--- config.mk ---
export PLATFORM = sky130hd
export DESIGN_NAME = sar_logic
export DESIGN_NICKNAME = d
export VERILOG_FILES = /design/src/rtl/sar_logic_pkg.sv /design/src/rtl/sar_logic_edge_det.sv /design/src/rtl/sar_logic.sv
export SDC_FILE = /design/constraint.sdc
export NUM_CORES = 1
export LEC_CHECK = 0
export CORE_AREA = 2 2 94 96
export CTS_CLUSTER_DIAMETER = 200
export DETAILED_ROUTE_END_ITERATION = 8
export DIE_AREA = 0 0 96 98
export SLEW_MARGIN = 0
export SYNTH_ARGS = -nofsm -noshare
export SYNTH_HDL_FRONTEND = slang
export SYNTH_SLANG_ARGS = --single-unit
--- constraint.sdc ---
create_clock -name CK -period 1.79 [get_ports CK]
set_input_delay 0.537 -clock CK [delete_from_list [all_inputs] [get_ports CK]]
set_output_delay 0.537 -clock CK [all_outputs]
set_load 0.1 [all_outputs]
--- src/rtl/sar_logic_pkg.sv ---
// Shared constants and state encoding for the SAR conversion controller.
// The divider and the controller both take their resolution from here.
package sar_logic_pkg;

  localparam int SAR_N_DEFAULT = 10;

  typedef enum logic [1:0] {
    ST_IDLE   = 2'd0,
    ST_SAMPLE = 2'd1,
    ST_CONV   = 2'd2,
    ST_HOLD   = 2'd3
  } sar_state_t;

  // Bit-index counter width; stays at least 1 bit so that N=1 still elaborates.
  function automatic int idx_width(input int n);
    return (n > 1) ? $clog2(n) : 1;
  endfunction

endpackage

--- src/rtl/sar_logic_edge_det.sv ---
// Registers the sample clock and produces single-edge start / sample-entry pulses.
// cks_q resets to "not sampling", so a reset released mid-phase cannot fake a start.
module sar_edge_det #(
  parameter bit CKS_HIGH_IS_SAMPLE = 1'b1
) (
  input  logic CK,
  input  logic RSTN,
  input  logic CKS,
  output logic cks_lvl,
  output logic start,
  output logic sample_entry
);

  logic cks_q;

  assign cks_lvl = CKS_HIGH_IS_SAMPLE ? CKS : ~CKS;

  always_ff @(posedge CK or negedge RSTN) begin
    if (!RSTN) cks_q <= 1'b0;
    else       cks_q <= cks_lvl;
  end

  assign start        = ~cks_lvl & cks_q;
  assign sample_entry = cks_lvl & ~cks_q;

endmodule

--- src/rtl/sar_logic.sv ---
// Successive-approximation controller: drives the cap-DAC switches MSB first and
// publishes the finished code on D with a one-cycle DONE pulse.
//
// state  | meaning
// IDLE   | disabled or just out of reset, DAC switches cleared
// SAMPLE | input tracking, waiting for the sample clock to drop
// CONV   | one bit decided per CK, idx points at the bit on trial
// HOLD   | result published, waiting for the next sample phase
module sar_logic
  import sar_logic_pkg::*;
#(
  parameter int N                  = SAR_N_DEFAULT,
  parameter bit CKS_HIGH_IS_SAMPLE = 1'b1
) (
  input  logic         CK,
  input  logic         RSTN,
  input  logic         EN,
  input  logic         CKS,
  input  logic         COMP,
  output logic [N-1:0] B,
  output logic [N-1:0] D,
  output logic         DONE,
  output logic         BUSY,
  output logic         OVR
);

  localparam int IW = idx_width(N);

  sar_state_t      state;
  logic [IW-1:0]   idx;
  logic            cks_lvl;
  logic            start;
  logic            sample_entry;

  sar_edge_det #(.CKS_HIGH_IS_SAMPLE(CKS_HIGH_IS_SAMPLE)) u_edge_det (
    .CK          (CK),
    .RSTN        (RSTN),
    .CKS         (CKS),
    .cks_lvl     (cks_lvl),
    .start       (start),
    .sample_entry(sample_entry)
  );

  always_ff @(posedge CK or negedge RSTN) begin
    if (!RSTN) begin
      state <= ST_IDLE;
      B     <= '0;
      D     <= '0;
      DONE  <= 1'b0;
      BUSY  <= 1'b0;
      OVR   <= 1'b0;
      idx   <= '0;
    end else if (!EN) begin
      state <= ST_IDLE;
      B     <= '0;
      DONE  <= 1'b0;
      BUSY  <= 1'b0;
      OVR   <= 1'b0;
    end else begin
      DONE <= 1'b0;
      OVR  <= 1'b0;
      case (state)
        ST_IDLE: begin
          B     <= '0;
          BUSY  <= 1'b0;
          // Never convert straight out of IDLE; a start needs a SAMPLE state first.
          state <= cks_lvl ? ST_SAMPLE : ST_HOLD;
        end
        ST_SAMPLE: begin
          B <= '0;
          if (start) begin
            B        <= '0;
            B[N-1]   <= 1'b1;
            idx      <= IW'(N - 1);
            BUSY     <= 1'b1;
            state    <= ST_CONV;
          end
        end
        ST_CONV: begin
          if (sample_entry) begin
            B     <= '0;
            BUSY  <= 1'b0;
            OVR   <= 1'b1;
            state <= ST_SAMPLE;
          end else begin
            B[idx] <= COMP;
            if (idx != '0) begin
              B[idx - 1'b1] <= 1'b1;
              idx           <= idx - 1'b1;
            end else begin
              D     <= {B[N-1:1], COMP};
              DONE  <= 1'b1;
              BUSY  <= 1'b0;
              state <= ST_HOLD;
            end
          end
        end
        ST_HOLD: begin
          if (sample_entry) begin
            B     <= '0;
            state <= ST_SAMPLE;
          end
        end
        default: state <= ST_IDLE;
      endcase
    end
  end

endmodule

=== Word-level counts from Yosys, hierarchy flattened ===
Cells that the tools add are included.

* Flip-flop bits (word level): 30
* Latch bits: 0
* Bits in writable memories: 0
* Memory bits (read-only): 0
* Input port bits: 5
* Logic and storage cells: 73
* Memories: 0

* Add/subtract/negate cells: 1
* Multiply operators: 0
* Div/mod/pow operators: 0
* Order comparisons: 4
* Equal/unequal tests: 10
* Shifts and indexed selects: 0
* Mux-type cells: 34
* Bitwise operators: 7
* Reductions and logical operators: 9

{| class="wikitable"
|+ Operators by type and width
! cell !! count
|-
| $mux W10 || 5
|-
| $pmux W10 S4 || 1
|-
| $mux W1 || 13
|-
| $mux W2 || 6
|-
| $mux W4 || 3
|-
| $bwmux W10 || 1
|-
| $lt A4 B5 Y1 const B || 2
|-
| $or A10 B10 Y10 || 1
|-
| $demux W1 S4 || 2
|-
| $ge A4 B1 Y1 const B || 2
|-
| $pmux W2 S4 || 1
|-
| $pmux W4 S2 || 1
|-
| $ne A2 B2 Y1 const B || 3
|-
| $ne A3 B3 Y1 const B || 2
|-
| $reduce_and A3 Y1 || 2
|-
| $reduce_and A5 Y1 || 1
|-
| $eq A2 B2 Y1 const B || 2
|-
| $ne A4 B1 Y1 const B || 1
|-
| $ne A4 B4 Y1 const B || 1
|-
| $not A1 Y1 || 4
|-
| $reduce_and A4 Y1 || 1
|-
| $reduce_bool A4 Y1 || 1
|-
| $sub A4 B1 Y4 const B || 1
|-
| $pmux W1 S3 || 1
|-
| other kinds (5) || 7
|}

=== Depth between registers and ports, before layout ===
Gate-level depths: netlist of the first run.

* Word-level depth: 10
* Gate-level depth with buffers: 8
* Mapped depth without buffers: 6

=== Hierarchy ===
A second synthesis of the first run with hierarchy kept.

* Cells, all modules: 185
* Area total of the unflattened synthesis: 1789.2 µm²

{| class="wikitable"
|+ Modules (own cells, without submodules)
! module !! instances !! cells each !! area each (µm²) !! seq. area each (µm²)
|-
| sar_logic || 1 || 181 || 1741.7 || 725.7
|-
| sar_edge_det || 1 || 4 || 47.5 || 25.0
|}

=== Least setup slack after synthesis of the first run ===
Ideal clock, no wire load.

* Path kind: register -> register
* Start: register idx[0]
* End: register D[1]
* Setup time: 0.126 ns
* Arrival: 1.820 ns
* Required time: 1.664 ns
* Slack: -0.156 ns
* Cell stages (with the launch flop): 8
* Path buffers: 2
* Clock period less this slack: 1.946 ns
* Cell sequence: dfrtp_1 > inv_1 > ha_1 > buf_4 > or3b_4 > nor3_4 > buf_6 > mux2_4

* Word-level cells in the longest chain between the ends: 3

{| class="wikitable"
|+ RTL lines
! element !! line !! text
|-
| start: declaration || sar_logic.sv:30 || <nowiki>logic [IW-1:0] idx;</nowiki>
|-
| start signal: assignment || sar_logic.sv:74 || <nowiki>idx <= IW'(N - 1);</nowiki>
|-
| start signal: assignment || sar_logic.sv:89 || <nowiki>idx <= idx - 1'b1;</nowiki>
|-
| $reduce_bool A4 Y1 || sar_logic.sv:87 || <nowiki>if (idx != '0) begin</nowiki>
|-
| $not A1 Y1 (no source line) || n/a ||
|-
| $reduce_and A4 Y1 (no source line) || n/a ||
|-
| end signal: assignment || sar_logic.sv:91 || <nowiki>D <= {B[N-1:1], COMP};</nowiki>
|-
| end: declaration || sar_logic.sv:21 || <nowiki>output logic [N-1:0] D,</nowiki>
|}

Every way passes these cells.
A chain may end at the register's enable or synchronous reset.

=== Final worst setup path of the first run ===
* Start: register idx[0]
* End: register D[7]

The elaborated chain is that of the path after synthesis.

==> impl_results.md, run 1 <==
- Slew @ Worst Pin: 0.5522 ns
- Sequential-to-total area share from yosys stat: 0.3966
- Clock-pin slew on the worst setup and hold paths: 0.06 ns
- Final Instance Area: 2821 um^2
- Crit path cell chain: inv_2 -> ha_4 -> or3b_4 -> nor3_4 -> buf_6 -> mux2_4
- Clk sinks: 30
- # nets final: 246
- Worst skew pair latency: 0.28 ns
- Post-synth EDFFs: 0
- Hold/Removal Path Class: reg2reg
- Leak Pwr: 1.152 nW
- Worst slew margin: 0.6311
- I/O Pins: 28
- Layout area overhead: 49.04%
- Cts bufs inserted: 5
- Vias in the first global route: 1648
- Core area: 8466 um^2
- CTS tree: yes
- Final Setup Violations: 0
- Slowest stage delay, CP: 0.39 ns
- Hold Fails Final Rpt: 0
- Pwr dens: 1073 nW/um^2
- Fin crit period: 1.781 ns
- Total track usage: 0.1011
- Cells after Synth: 189
- Fin cells: 342
- Synth unique cells: 52
- Die height: 98 um
- Avg WL per Cell: 13.51 um
- Share of cells above drive strength 1: 0.3803
- Type of origin of the critical path: flop
- Final worst path period share: 0.9952
- # placed instances: 333
- H-tree levels: 2
- Synthesized net count: 202
- Root Driver: clkbuf_8
- Fmax: 561.3 MHz
- Post-place instance area: 2630 um^2
- First drt pass iteration count: 4
- CP arrival: 1.94 ns
- Commonest non-fill, non-tap cell in the layout: dfrtp_1
- DRC Markers: 0
- Post-DP HPWL: 3314 um
- Flops & latches, synth: 30
- Full die area: 9408 um^2
- Slowest cell on crit path: dfrtp_1
- Pin count of the biggest net entering global routing: 31
- Max-Cap Viols: 0
- Final Skew: 0.005753 ns
- Number of buffers inserted by port buffering: 27
- Initial antenna violation count: 0
- RSZ-0062 raised after global routing: true
- Vias post-DR: 1620
- Final setup TNS: 0 ns
- Synth async-reset ratio: 1.000
- Crit end category: flop
- Initial core utilization: 0.2236
- Synthesized area: 1893 um^2
- Num rows: 34
- Ys Warns: 0
- Sum of buffers and inverters on the critical path: 2
- Die Wd: 96 um
- Clk buf depth: 2
- Initial DRC count: 151
- Diode count: 0
- WS Path Type: reg2reg
- Main synth FF type: dfrtp_1
- Outcome: completed
- Critical path's top delay family: simple AND/OR/NAND/NOR gates
- Commonest cells after routing, fill and taps aside: dfrtp_1 (30), buf_12 (23), buf_4 (23)
- Routability cong.: 0.8564
- First-pass GRT wire length: 7665 um
- Worst ir drop on vdd: 0.5309 mV
- Routed wire length: 4619 um
- Crit-path max FO: 7
- Critical Path RT: 1.95 ns
- Vias per inst: 4.737
- Final antenna-violating net count: 0
- Syn avg cell area: 10.02 um^2
- Slew Limit Fails: 0
- GRT overflow: 0
sequential cells by signal (all words and copies together) (netlist names):
register / count
idx: 4
DONE: 1
state: 2
u_edge_det.cks_q: 1
BUSY: 1
D: 10
OVR: 1
B: 10
where the power goes:
part           internal (W)  switching [W]
Combinational      0.000684       0.000947
Clock              0.000310       0.000256
Sequential         0.000751      0.0000807
Total               0.00174        0.00128
cells by family (layout without fill, tap and decap cells):
group,after synthesis,count (layout),share of synthesized area
multiplexers,17,17,0.1143
adder cells (fa/ha/maj),8,8,0.05288
buffers and inverters,26,70,0.07205
AO/OA/AOI/OAI,50,50,0.1930
AND/OR/NAND/NOR,58,59,0.1712
flip-flops,30,30,0.3966
routing by layer:
layer,vias to the layer above,routed length (um),global-route usage
met2,45,2162,0.1554
met4,0,83,0.02527
li1,787,-,-
met5,-,0,0
met1,783,2176,0.1381
met3,5,196,0.03009
worst paths after layout:
path,from,endpoint,slack (ns),cells past startpoint
hold / removal,D[6],D[6],0.58,1
hold reg to reg,D[6],D[6],0.58,1
setup reg to reg,idx[0],D[7],0.009,6
max in group asynchronous,RSTN,B[5],0.86,2
min in group asynchronous,RSTN,D[2],0.65,2
setup / recovery,idx[0],D[7],0.009,6
final cells by class:
cell class / instances / area (um^2)
Fill cell: 843 / 5644
Timing Repair Buffer: 52 / 694.4
Sequential cell: 30 / 750.7
Clock buffer: 7 / 86.33
Multi-Input combinational cell: 134 / 1112
Clock inverter: 1 / 5.005
Tap cell: 108 / 135.1
Inverter: 10 / 37.54
per-stage QoR:
stage	util	hold slack (ns)	power [W]	setup WS, ns
after floorplan	-	0.2414	0.001883	-0.1127
after global placement	0.3107	0.5640	0.002272	-0.3397
after detailed placement	0.3107	0.5640	0.002296	-0.4156
after CTS	0.3222	0.5836	0.002889	-0.003576
after global routing	0.3333	0.5875	0.003251	-0.05395
final	0.3333	0.5801	0.003028	0.008526
synth_stat cells (2+ instances only):
| master | count | share of area |
|---|---|---|
| nand4_1 | 2 | 0.0066 |
| nand2_1 | 12 | 0.024 |
| o32ai_1 | 2 | 0.0093 |
| nor3_1 | 5 | 0.013 |
| dfrtp_1 | 30 | 0.40 |
| nor3b_1 | 2 | 0.0079 |
| inv_1 | 10 | 0.020 |
| a21oi_1 | 9 | 0.024 |
| a32oi_1 | 2 | 0.0093 |
| a31oi_1 | 5 | 0.017 |
| nand2b_1 | 7 | 0.023 |
| o21ai_0 | 5 | 0.013 |
| and3_1 | 3 | 0.0099 |
| ha_1 | 8 | 0.053 |
| buf_2 | 4 | 0.011 |
| nor2_1 | 12 | 0.024 |
| nor2b_1 | 2 | 0.0066 |
| nand3_1 | 2 | 0.0053 |
| clkbuf_1 | 7 | 0.014 |
| a41oi_1 | 2 | 0.0093 |
| a2111oi_0 | 4 | 0.019 |
| a221o_1 | 3 | 0.016 |
| buf_6 | 4 | 0.024 |
| o21a_1 | 2 | 0.0079 |
| mux2i_1 | 7 | 0.037 |
| mux2_4 | 9 | 0.071 |
| o21ai_1 | 3 | 0.0079 |
| o22ai_1 | 2 | 0.0066 |
timing repair:
action                                  CTS  global route
hold buffers                              0             0
buffers inserted                          0             0
resized for setup                         3            20
endpoints found under the setup margin   20            19
gates cloned                              0             1
pin swaps                                 0             1
Note: power is estimated with default switching activity, not from simulation.
==> inputs of run 2 (changes only) <==
--- a/config.mk
+++ b/config.mk
@@ -5,10 +5,13 @@
 export SDC_FILE = /design/constraint.sdc
 export NUM_CORES = 1
 export LEC_CHECK = 0
-export CORE_AREA = 2 2 94 96
+export CELL_PAD_IN_SITES_DETAIL_PLACEMENT = 1
+export CELL_PAD_IN_SITES_GLOBAL_PLACEMENT = 1
+export CORE_AREA = 2 2 74 76
 export CTS_CLUSTER_DIAMETER = 200
 export DETAILED_ROUTE_END_ITERATION = 8
-export DIE_AREA = 0 0 96 98
+export DIE_AREA = 0 0 76 78
+export PLACE_DENSITY_LB_ADDON = 0.1
 export SLEW_MARGIN = 0
 export SYNTH_ARGS = -nofsm -noshare
 export SYNTH_HDL_FRONTEND = slang
==> impl_results.md, run 2 (synthesized netlist as in run 1, its figures left out) <==
- Commonest non-fill, non-tap cell in the layout: dfrtp_1
- Sw Share: 0.4415
- Clock-pin slew on the worst setup and hold paths: 0.07 ns
- Crit end category: flop
- CTS tree: yes
- Fin crit period: 1.773 ns
- Clk sinks: 30
- FF-to-FF Start: idx[0]
- Final setup TNS: 0 ns
- Vias post-DR: 1716
- Hold Fails Final Rpt: 0
- Critical Path RT: 1.96 ns
- Hold Startpoint: D[1]
- Root Driver: clkbuf_8
- I/O Pins: 28
- Hold buffers post-CTS: 0
- Slowest stage delay, CP: 0.40 ns
- Pin count of the biggest net entering global routing: 31
- Layout area overhead: 48.84%
- Initial antenna violation count: 0
- Hold Crit Depth: 1
- Number of buffers inserted by port buffering: 27
- Initial DRC count: 88
- Worst R2R Path Depth: 6
- Routability cong.: 0.8125
- Largest registers: B (10), D (10), idx (4)
- Outcome: completed
- Crit-path max FO: 11
- GRT overflow: 0
- Critical path launch point: idx[0]
- Core area: 5042 um^2
- WS Path Type: reg2reg
- Hold/Removal Path Class: reg2reg
- Worst slew margin: 0.6867
- Post-DP HPWL: 4039 um
- Vias in the first global route: 1862
- Clock Power Share: 0.184
- Slew Limit Fails: 0
- Share of cells above drive strength 1: 0.4170
- Worst ir drop on vdd: 0.6513 mV
- Max-Cap Viols: 0
- Comb pwr share: 0.560
- Final antenna-violating net count: 0
- DRC Markers: 0
- Die height: 78 um
- Clk buf depth: 2
- First drt pass iteration count: 4
- Type of origin of the critical path: flop
- Fin worst setup slack: 0.01684 ns
- Slew @ Worst Pin: 0.4699 ns
- Final worst path period share: 0.9906
- WP depth: 6
- H-tree levels: 2
- Avg WL per Cell: 18.46 um
- # nets final: 247
- Worst skew pair latency: 0.29 ns
- Power Internal: 0.001796 W
- Diode count: 0
- Die Wd: 76 um
- Pwr dens: 1141 nW/um^2
- First-pass GRT wire length: 9328 um
- Leak Pwr: 1.168 nW
- RSZ-0062 raised after global routing: true
- Total track usage: 0.1984
- CP arrival: 1.94 ns
- Slowest cell on crit path: or3b_4
- Final Setup Violations: 0
- Switching power: 0.001420 W
- Final Skew: 0.009230 ns
- Full die area: 5928 um^2
- Num rows: 26
- Critical path's top delay family: simple AND/OR/NAND/NOR gates
- Vias per inst: 5.626
- Flop pwr share: 0.256
- Commonest cells after routing, fill and taps aside: dfrtp_1 (30), buf_4 (26), buf_12 (24)
- Sum of buffers and inverters on the critical path: 2
- Routed wire length: 5630 um
- Fmax: 564.0 MHz
- Initial core utilization: 0.3754
- Crit path cell chain: inv_2 -> ha_4 -> or3b_4 -> nor3_4 -> buf_12 -> mux2_4
- Pre-CTS worst setup slack: -0.4350 ns
- Cts bufs inserted: 5
run 2: cell types whose count changed in the layout (fill, tap and decap cells not counted), sizes merged:
cell  previous run  this run
or3              3         2
buf             48        50
run 2: area by class of cell:
class                           count  area (um^2)
Fill cell                         533         2225
Multi-Input combinational cell    133         1136
Sequential cell                    30        750.7
Timing Repair Buffer               54        714.4
Tap cell                           70        87.58
Clock buffer                        7        86.33
Inverter                           10        37.54
Clock inverter                      1        5.005
run 2: what timing repair did:
| item | CTS | global route |
|---|---|---|
| resized for setup | 7 | 23 |
| endpoints found under the setup margin | 21 | 22 |
| setup buffers | 2 | 0 |
| gates cloned | 0 | 0 |
run 2: layer usage:
metal  up-vias  share of wire  GRT usage
met1       901           0.43     0.2355
met2        26           0.53     0.3598
li1        782              -          -
met3         7          0.026    0.03837
met4         0          0.011    0.06727
met5         -              0          0
run 2: worst register-to-register path: cells and delay by family (launching register included):
| family | cells | cell delay (ns) |
|---|---|---|
| flops | 1 | 0.39 |
| simple gates | 2 | 0.56 |
| buf+inv | 2 | 0.26 |
| mux | 1 | 0.30 |
| fa+ha+maj | 1 | 0.13 |
run 2: through the flow:
stage               cells  area (um^2)  power [W]  hold WS (ns)    util
detailed placement    295         2595   0.002385        0.5614  0.5146
floorplan             189         1909   0.001883        0.2414       -
global route          305         2818   0.003419        0.5946  0.5588
global placement      295         2595   0.002303        0.5623  0.5146
finish                305         2818   0.003216        0.5764  0.5588
CTS                   305         2726   0.003059        0.5825  0.5407
run 2: final timing paths:
path / slack (ns) / endpoint
max: 0.02 / D[1]
min reg2reg: 0.58 / D[1]
min in group asynchronous: 0.66 / B[8]
max in group asynchronous: 0.84 / B[7]
min: 0.58 / D[1]
max reg2reg: 0.02 / D[1]
run 2: power by group through the flow:
stage                     logic, W  registers, W  clock network [W]
after floorplan           0.000931      0.000951                  0
after global routing       0.00194      0.000833           0.000641
final                      0.00180      0.000825           0.000591
after CTS                  0.00163      0.000818           0.000611
after global placement     0.00148      0.000821                  0
after detailed placement   0.00156      0.000830                  0
==> inputs of run 3 (changes only) <==
--- a/config.mk
+++ b/config.mk
@@ -7,10 +7,10 @@
 export LEC_CHECK = 0
 export CELL_PAD_IN_SITES_DETAIL_PLACEMENT = 1
 export CELL_PAD_IN_SITES_GLOBAL_PLACEMENT = 1
-export CORE_AREA = 2 2 74 76
-export CTS_CLUSTER_DIAMETER = 200
+export CORE_AREA = 2 2 71 73
+export CTS_CLUSTER_DIAMETER = 80
 export DETAILED_ROUTE_END_ITERATION = 8
-export DIE_AREA = 0 0 76 78
+export DIE_AREA = 0 0 73 75
 export PLACE_DENSITY_LB_ADDON = 0.1
 export SLEW_MARGIN = 0
 export SYNTH_ARGS = -nofsm -noshare
==> constraint.sdc (replaced) <==
create_clock -name CK -period 1.7 [get_ports CK]
set_input_delay 0.51 -clock CK [delete_from_list [all_inputs] [get_ports CK]]
set_output_delay 0.51 -clock CK [all_outputs]
set_load 0.1 [all_outputs]
==> impl_results.md, run 3 (synthesized netlist as in run 1, its figures left out) <==
- Root Driver: clkbuf_8
- Outcome: finished with violations
- Final core occ: 0.6521
- Cts bufs inserted: 5
- Final worst path period share: 1.058
- Layout area overhead: 60.54%
- # placed instances: 284
- Initial antenna violation count: 0
- Largest registers: B (10), D (10), idx (4)
- Violations in the final reports: negative setup slack
- Crit end category: flop
- CP arrival: 2.00 ns
- Core area: 4661 um^2
- Commonest non-fill, non-tap cell in the layout: buf_4
- Vias post-DR: 1718
- Critical path launch point: idx[0]
- Hold Crit Depth: 1
- Worst R2R Path Depth: 8
- Clk sinks: 30
- Diode count: 0
- First drt pass iteration count: 4
- GRT overflow: 0
- WS Path Type: reg2reg
- Worst skew pair latency: 0.30 ns
- Worst ir drop on vdd: 0.7624 mV
- Total track usage: 0.2154
- Critical Path RT: 1.90 ns
- Clock-pin slew on the worst setup and hold paths: 0.08 ns
- Slew Limit Fails: 0
- Hold buffers post-CTS: 0
- H-tree levels: 2
- RSZ-0062 raised after global routing: true
- Hold WS: 0.5782 ns
- Reg-to-Reg End: BUSY
- Final Skew: 0.01073 ns
- Slew @ Worst Pin: 0.4821 ns
- Die Wd: 73 um
- Final antenna-violating net count: 0
- Fin cells: 300
- Avg WL per Cell: 21.00 um
- Vias in the first global route: 1864
- Worst slew margin: 0.6703
- First-pass GRT wire length: 9045 um
- CTS tree: yes
- Final Setup Violations: 16
- DRC Markers: 0
- Post-DP HPWL: 4152 um
- Max-Cap Viols: 0
- Full die area: 5475 um^2
- Num rows: 25
- Routed wire length: 6301 um
- Die height: 75 um
- Fmax: 556.1 MHz
- Crit-path max FO: 4
- Type of origin of the critical path: flop
- Clk buf depth: 2
- Initial core utilization: 0.4062
- FF-to-FF Start: idx[0]
- Vias per inst: 5.727
- Pin count of the biggest net entering global routing: 31
- Hold/Removal Path Class: reg2reg
- Pwr dens: 1274 nW/um^2
- R2r setup slk: -0.1 ns
- Leak Pwr: 1.259 nW
- Number of buffers inserted by port buffering: 27
- Initial DRC count: 96
- I/O Pins: 28
- Hold Fails Final Rpt: 0
- Share of cells above drive strength 1: 0.4837
- Fin crit period: 1.798 ns
- End of the critical path: BUSY
- Fin worst setup slack: -0.09813 ns
- Commonest cells after routing, fill and taps aside: buf_4 (32), dfrtp_1 (29), buf_12 (26)
- Hold Startpoint: D[3]
- # nets final: 258
- Routability cong.: 0.9226
==> run 3: cell count changes in the layout (fill, tap and decap cells not counted), sizes merged <==
cell / previous run / this run
buf: 50 / 60
or3: 2 / 3
clkinv: 1 / 2
clkbuf: 7 / 5
clkdlybuf4s50: 3 / 2
dlygate4sd2: 1 / 2
bufinv: 0 / 1
==> run 3: repair_timing <==
action                                 in CTS  in global routing
setup buffers                               3                  4
cloned                                      1                  0
resized for setup                          17                 35
pin swaps                                   3                  7
endpoints found under the hold margin       0                  0
setup endpoints to repair                  23                 25
==> run 3: worst max-delay path, cell delays in order (launching register included) <==
cell and delay, ns:
dfrtp_1 0.39, inv_2 0.08, ha_4 0.13, or3b_4 0.40, buf_4 0.15, buf_6 0.12, nand2_4 0.08, a31oi_4 0.08
o32ai_2 0.27
==> run 3: power by group <==
part           leakage (nW)  internal [W]  switching (W)
registers             0.404      0.000792      0.0000914
logic                 0.797      0.000980        0.00127
clock network        0.0579      0.000431       0.000307
total                  1.26       0.00220        0.00167
==> run 3: per-stage QoR <==
stage / setup TNS, ns / setup slack [ns] / instance area, um^2 / power, W
after floorplan: -1.888 / -0.2027 / 1916 / 0.001991
after global placement: -8.286 / -0.3615 / 2643 / 0.002481
after detailed placement: -9.796 / -0.4776 / 2643 / 0.002580
after CTS: -0.7364 / -0.08802 / 2841 / 0.003480
after global routing: -2.335 / -0.1726 / 3039 / 0.004081
final: -1.035 / -0.09813 / 3039 / 0.003873
==> run 3: worst min-delay path by stage <==
stage               endpoint
finish                  D[3]
global placement        D[6]
floorplan               BUSY
global route            D[3]
CTS                     D[3]
detailed placement      D[6]
==> run 3: final cells by class <==
type                            instances  area (um^2)
Clock buffer                            5        68.82
Clock inverter                          3        40.04
Fill cell                             476         1622
Inverter                               10        37.54
Multi-Input combinational cell        134         1252
Sequential cell                        30        752.0
Tap cell                               54        67.56
Timing Repair Buffer                   64        820.8
==> run 3: routing by layer <==
metal	vias up	track usage	part of all wire
met5	-	0	0
met4	0	0.09259	0.027
met3	15	0.03882	0.030
met2	51	0.3914	0.53
met1	850	0.2479	0.41
li1	802	-	-
==> RTL change 1: new RTL, flow settings as in run 3 <==
`SAR_N_DEFAULT`: 10 -> 12.
--- a/src/rtl/sar_logic_pkg.sv
+++ b/src/rtl/sar_logic_pkg.sv
@@ -2,7 +2,7 @@
 // The divider and the controller both take their resolution from here.
 package sar_logic_pkg;
 
-  localparam int SAR_N_DEFAULT = 10;
+  localparam int SAR_N_DEFAULT = 12;
 
   typedef enum logic [1:0] {
     ST_IDLE   = 2'd0,
Ports: changed (resized B and D); port bits go from 28 to 32. No check against the original RTL was run, so the function may have changed too.
==> RTL change 1 against run 3 <==
The flow still finishes with violations (setup timing). Count of clock-buffer cells in the layout rose by 2. Routed wire length increased by 70%. Worst setup slack got worse by 0.22 ns. Total power shrank 5.6%. Non-clock buffer count rose by 20. Sequential cell count up 4. Via count up 37%. Clock skew decreased by 0.0064 ns. Synthesized area grew 11%. Final area up 17%. Critical path type unchanged.
==> RTL change 1: results (changes against run 3) <==
stage,metric,value,unit,change
status,status,finished with violations,,unchanged
status,violations,setup timing,,unchanged
layout,num-nets-final,301,,was 258
yosys,async_flop_share,1.000,,unchanged
global_routing,grt_first_pass_wirelength,13260,um,was 9045 um
yosys,yosysSeqAreaShare,0.4067,,was 0.3966
routing,vias_per_cell,6.874,,was 5.727
layout,reg_top3,"B (12), D (12), idx (4)",,"was B (10), D (10), idx (4)"
yosys,synth_compound_area_frac,0.1717,,was 0.1930
yosys,syn_nets,226,,was 202
routing,drt_pass1_iterations,5,,was 4
setup_path,slowest_stage,a2111oi_2,,was or3b_4
yosys,ys_types,51,,was 52
sta,fin_ws,-0.3223,ns,was -0.09813 ns
yosys,synth_adder_area_share,0.05383,,was 0.05288
layout,drive_above_1_share,0.5313,,was 0.4837
global_routing,grt_max_degree,35,,was 31
power,peakVddDrop,0.9695,mV,was 0.7624 mV
yosys,synthTopCellsByArea,"dfrtp_1 41%, mux2_2 6.5%, ha_1 5.4%",,"was dfrtp_1 40%, mux2_4 7.1%, ha_1 5.3%"
sta,finalSetupViolations,30,,was 16
placement,dp_hpwl,4921,um,was 4152 um
sta,relSlewSlack,0.6362,,was 0.6703
placement,gp_congestion,0.9357,,was 0.9226
power,static-leakage-power,1.479,nW,was 1.259 nW
global_routing,grt_use_total,0.3349,,was 0.2154
worst_hold_path,hold_path_class,primary input to register,,was register to register
placement,postPlaceCellArea,2997,um^2,was 2643 um^2
yosys,syn_inst,212,,was 189
setup_path,crit_fanout,5,,was 4
yosys,synth_common_cells,"34 x dfrtp_1, 18 x o21ai_0, 17 x nand3_1",,"was 30 x dfrtp_1, 12 x nand2_1, 12 x nor2_1"
setup_path,arrival,2.25,ns,was 2.00 ns
placement,portBuffers,31,,was 27
yosys,synth.area.mux_share,0.09091,,was 0.1143
global_routing,grt_pass1_vias,2358,,was 1864
sta,finClkSkew,0.004344,ns,was 0.01073 ns
routing,drt-wirelength-per-cell,31.33,um,was 21.00 um
routing,drt_iter0_markers,291,,was 96
yosys,ys_warn_count,0,,unchanged
==> RTL change 1: cell count changes in the layout (fill, tap and decap cells not counted), sizes merged, moves of 4 or more <==
cell,before,now
buf,60,80
nand3,2,17
o21ai,8,20
a2111oi,4,9
a21oi,10,5
nand4,2,7
dfrtp,30,34
==> RTL change 1: final timing paths <==
kind,start,endpoint,slack [ns],cells past startpoint
worst min-delay path,CKS,u_edge_det.cks_q,0.59,2
worst max register to register,state[0],B[10],-0.32,6
max in group asynchronous,RSTN,idx[2],0.86,2
worst max-delay path,state[0],B[10],-0.32,6
worst min register to register,D[5],D[5],0.60,1
min in group asynchronous,RSTN,D[4],0.64,2
==> RTL change 1: worst max-delay path, delay by kind of cell, from the launching register on <==
family | cells | cell delay, ns
AO/OA/AOI/OAI | 3 | 0.88
adder cells (fa/ha/maj) | 1 | 0.17
AND/OR/NAND/NOR | 1 | 0.27
buffers and inverters | 1 | 0.15
flip-flops | 1 | 0.48
==> RTL change 1: cell type report <==
cell class / count / area, um^2
fill: 408 / 1096
sequential: 34 / 854.6
clock buffer: 7 / 86.33
tap: 54 / 67.56
timing repair buffer: 84 / 1049
clock inverter: 1 / 5.005
multi-input combinational: 153 / 1466
inverter: 9 / 36.28
==> RTL change 1: what timing repair did <==
action | in CTS | in global routing
cloned | 1 | 0
pin swaps | 1 | 11
endpoints found under the setup margin | 30 | 31
resized for setup | 35 | 53
setup buffers | 9 | 4
==> RTL change 1: stage by stage <==
stage / setup WS [ns] / util / cells / setup TNS [ns]
after floorplan: -0.003756 / - / 212 / -0.03277
after global placement: -0.3838 / 0.6430 / 320 / -9.742
after detailed placement: -0.6211 / 0.6430 / 320 / -12.61
after CTS: -0.04525 / 0.7068 / 338 / -0.1556
after global routing: -0.2772 / 0.7648 / 342 / -3.518
final: -0.3223 / 0.7648 / 342 / -2.721
==> RTL change 1: logic make-up (layout without fill, tap and decap cells) <==
kind of cell    Yosys count  count (layout)
mux                      17              17
flops                    34              34
fa+ha+maj                 9               9
buf+inv                  26             101
simple gates             74              75
compound gates           52              52
==> RTL change 1: where the power goes <==
group / switching, W / internal [W]
clock: 0.000344 / 0.000328
sequential: 0.0000993 / 0.000863
combinational: 0.00118 / 0.000843
==> RTL change 1: metal layers <==
metal / global-route usage / vias up / share of wire
met3: 0.06827 / 73 / 0.064
met5: 0 / - / 0
li1: - / 930 / -
met4: 0.1955 / 0 / 0.064
met2: 0.5876 / 185 / 0.51
met1: 0.3780 / 1163 / 0.36
==> RTL change 2: new RTL, flow settings as in run 3 <==
Made on the original files. Encoding of `sar_state_t`: now one-hot (4 bits for 4 states).
--- a/src/rtl/sar_logic_pkg.sv
+++ b/src/rtl/sar_logic_pkg.sv
@@ -4,11 +4,11 @@
 
   localparam int SAR_N_DEFAULT = 10;
 
-  typedef enum logic [1:0] {
-    ST_IDLE   = 2'd0,
-    ST_SAMPLE = 2'd1,
-    ST_CONV   = 2'd2,
-    ST_HOLD   = 2'd3
+  typedef enum logic [3:0] {
+    ST_IDLE   = 4'b0001,
+    ST_SAMPLE = 4'b0010,
+    ST_CONV   = 4'b0100,
+    ST_HOLD   = 4'b1000
   } sar_state_t;
 
   // Bit-index counter width; stays at least 1 bit so that N=1 still elaborates.
Check against the original RTL: same outputs for any inputs over 10 cycles, from zero or initial values and one cycle with RSTN low; not proved beyond that.
==> RTL change 2 against run 3 <==
The flow still finishes with violations (setup timing). Worst setup slack lost 0.086 ns. Sequential cell count grew 2. Fmax shrank 4.6%. Final area grew 9.3%. Synthesized area grew 1.5%. Routed wire length grew 34%. Total power shrank 29%.
==> RTL change 2: results (changes against run 3) <==
stage,metric,value,unit,change
status,status,finished with violations,,unchanged
status,violations,setup timing,,unchanged
global_routing,grtUsageMet2,0.5115,,was 0.3914
placement,portBuffers,27,,unchanged
sta,relSlewSlack,0.6733,,was 0.6703
routing,drt-wirelength-per-cell,24.79,um,was 21.00 um
global_routing,grt_first_pass_wirelength,11880,um,was 9045 um
global_routing,use_met1,0.3531,,was 0.2479
routing,vias_per_cell,6.021,,was 5.727
sta,finClkSkew,0.01375,ns,was 0.01073 ns
worst_hold_path,hold_end,D[4],,was D[3]
global_routing,grt_pass1_vias,2182,,was 1864
global_routing,grt_max_degree,33,,was 31
yosys,ys_warn_count,0,,unchanged
sta,finalSetupViolations,26,,was 16
sta,tns,-2.460,ns,was -1.035 ns
worst_hold_path,hold_depth,1,,unchanged
layout,reg_top3,"B (10), D (10)",,"was B (10), D (10), idx (4)"
clocking,cts_buffer_depth,2,,unchanged
setup_path,slowest_stage,dfrtp_2,,was or3b_4
clocking,clock_latency,0.30,ns,about the same
layout,num-fill-cells,453,,was 476
global_routing,antenna_found_initial,0,,unchanged
global_routing,met3_usage,0.04953,,was 0.03882
setup_path,arrival,2.12,ns,was 2.00 ns
sta,fin_ws,-0.1839,ns,was -0.09813 ns
yosys,syn_nets,209,,was 202
global_routing,grt_use_total,0.2900,,was 0.2154
yosys,ys.flop_type,dfrtp_1,,unchanged
yosys,synth_common_cells,"31 x dfrtp_1, 21 x o21ai_0, 18 x nand2_1",,"was 30 x dfrtp_1, 12 x nand2_1, 12 x nor2_1"
layout,num-nets-final,297,,was 258
setup_path,worst_r2r_path_depth,8,,unchanged
placement,gp_congestion,0.8549,,was 0.9226
yosys,ys_types,50,,was 52
power,peakVddDrop,0.6788,mV,was 0.7624 mV
placement,postPlaceCellArea,2808,um^2,was 2643 um^2
clocking,ctsRootBufferMaster,clkbuf_8,,unchanged
routing,drt_pass1_iterations,4,,unchanged
setup_path,rr_endpoint,B[9],,was BUSY
placement,dp_hpwl,4596,um,was 4152 um
worst_hold_path,worstHoldStart,D[4],,was D[3]
layout,antenna_cells,0,,unchanged
clocking,htreeDepth,2,,unchanged
clocking,ctsHoldBuffers,0,,unchanged
yosys,synthTopCellsByArea,"dfrtp_1 40%, mux2_4 7.0%, o21ai_0 5.5%",,"was dfrtp_1 40%, mux2_4 7.1%, ha_1 5.3%"
routing,drt_iter0_markers,155,,was 96
yosys,async_flop_share,1.000,,unchanged
setup_path,max_stage_delay,0.42,ns,was 0.40 ns
setup_path,crit_fanout,4,,unchanged
setup_path,critPathTopFamily,compound AO/OA/AOI/OAI gates,,was simple AND/OR/NAND/NOR gates
yosys,yosysSeqAreaShare,0.4176,,was 0.3966
setup_path,r2r_start,idx[0],,unchanged
placement,dpl_worst_slack,-0.5813,ns,was -0.4776 ns
power,static-leakage-power,1.473,nW,was 1.259 nW
worst_hold_path,hold_path_class,register to register,,unchanged
layout,drive_above_1_share,0.5436,,was 0.4837
RTL change 2: cells by family (layout without fill, tap and decap cells):
logic type | count (synthesis) | count (layout) | synth area share
compound gates | 59 | 59 | 0.1935
xor+xnor | 1 | 1 | 0.004561
fa+ha+maj | 6 | 6 | 0.03909
buf+inv | 22 | 111 | 0.05538
flops | 32 | 32 | 0.4176
mux | 11 | 11 | 0.08208
simple gates | 67 | 67 | 0.2078
RTL change 2: area by class of cell:
cell class / instances / area (um^2) / share of cell area
Multi-Input combinational cell: 144 / 1229 / 0.3697
Timing Repair Buffer: 95 / 1081 / 0.3253
Sequential cell: 32 / 808.3 / 0.2432
Clock buffer: 6 / 72.57 / 0.02184
Tap cell: 54 / 67.56 / 0.02033
Clock inverter: 2 / 35.03 / 0.01054
Inverter: 8 / 30.03 / 0.009036
RTL change 2: timing repair:
action,4_1_cts,5_1_grt
buffers inserted,16,6
endpoints found under the setup margin,28,28
pin swaps,15,14
gates resized for setup,45,21
RTL change 2: layer usage:
metal | part of all wire | vias to the layer above
met1 | 0.41 | 1053
met5 | 0 | -
met2 | 0.52 | 75
li1 | - | 899
met3 | 0.041 | 26
met4 | 0.027 | 0
RTL change 2: worst reg2reg max path, cell delays in order, from the launching register on:
cell and delay, ns:
dfrtp_2 0.42, inv_2 0.08, ha_4 0.18, buf_6 0.12, or2_4 0.22, o211ai_1 0.29
a31oi_4 0.14, nor3b_2 0.22, a221o_1 0.15
RTL change 2: stage by stage:
stage,std cells,hold slack [ns],total power (W)
2_1_floorplan,198,0.2144,0.001306
3_3_place_gp,311,0.5578,0.001580
3_5_place_dp,311,0.5684,0.001630
4_1_cts,335,0.5838,0.002580
5_1_grt,341,0.5946,0.002858
6_report,341,0.5819,0.002765
RTL change 2: power breakdown:
part           internal (W)  switching (W)
logic              0.000527       0.000627
registers          0.000799      0.0000587
clock network      0.000435       0.000317
RTL change 2: worst max-delay path by stage:
stage             start  slack (ns)     end
5_1_grt          idx[0]       -0.26  idx[0]
2_1_floorplan  state[0]       -0.04    D[3]
3_5_place_dp        CKS       -0.58    B[1]
6_report         idx[0]       -0.18    B[9]
3_3_place_gp        CKS       -0.45    B[9]
4_1_cts          idx[0]       -0.11  idx[0]
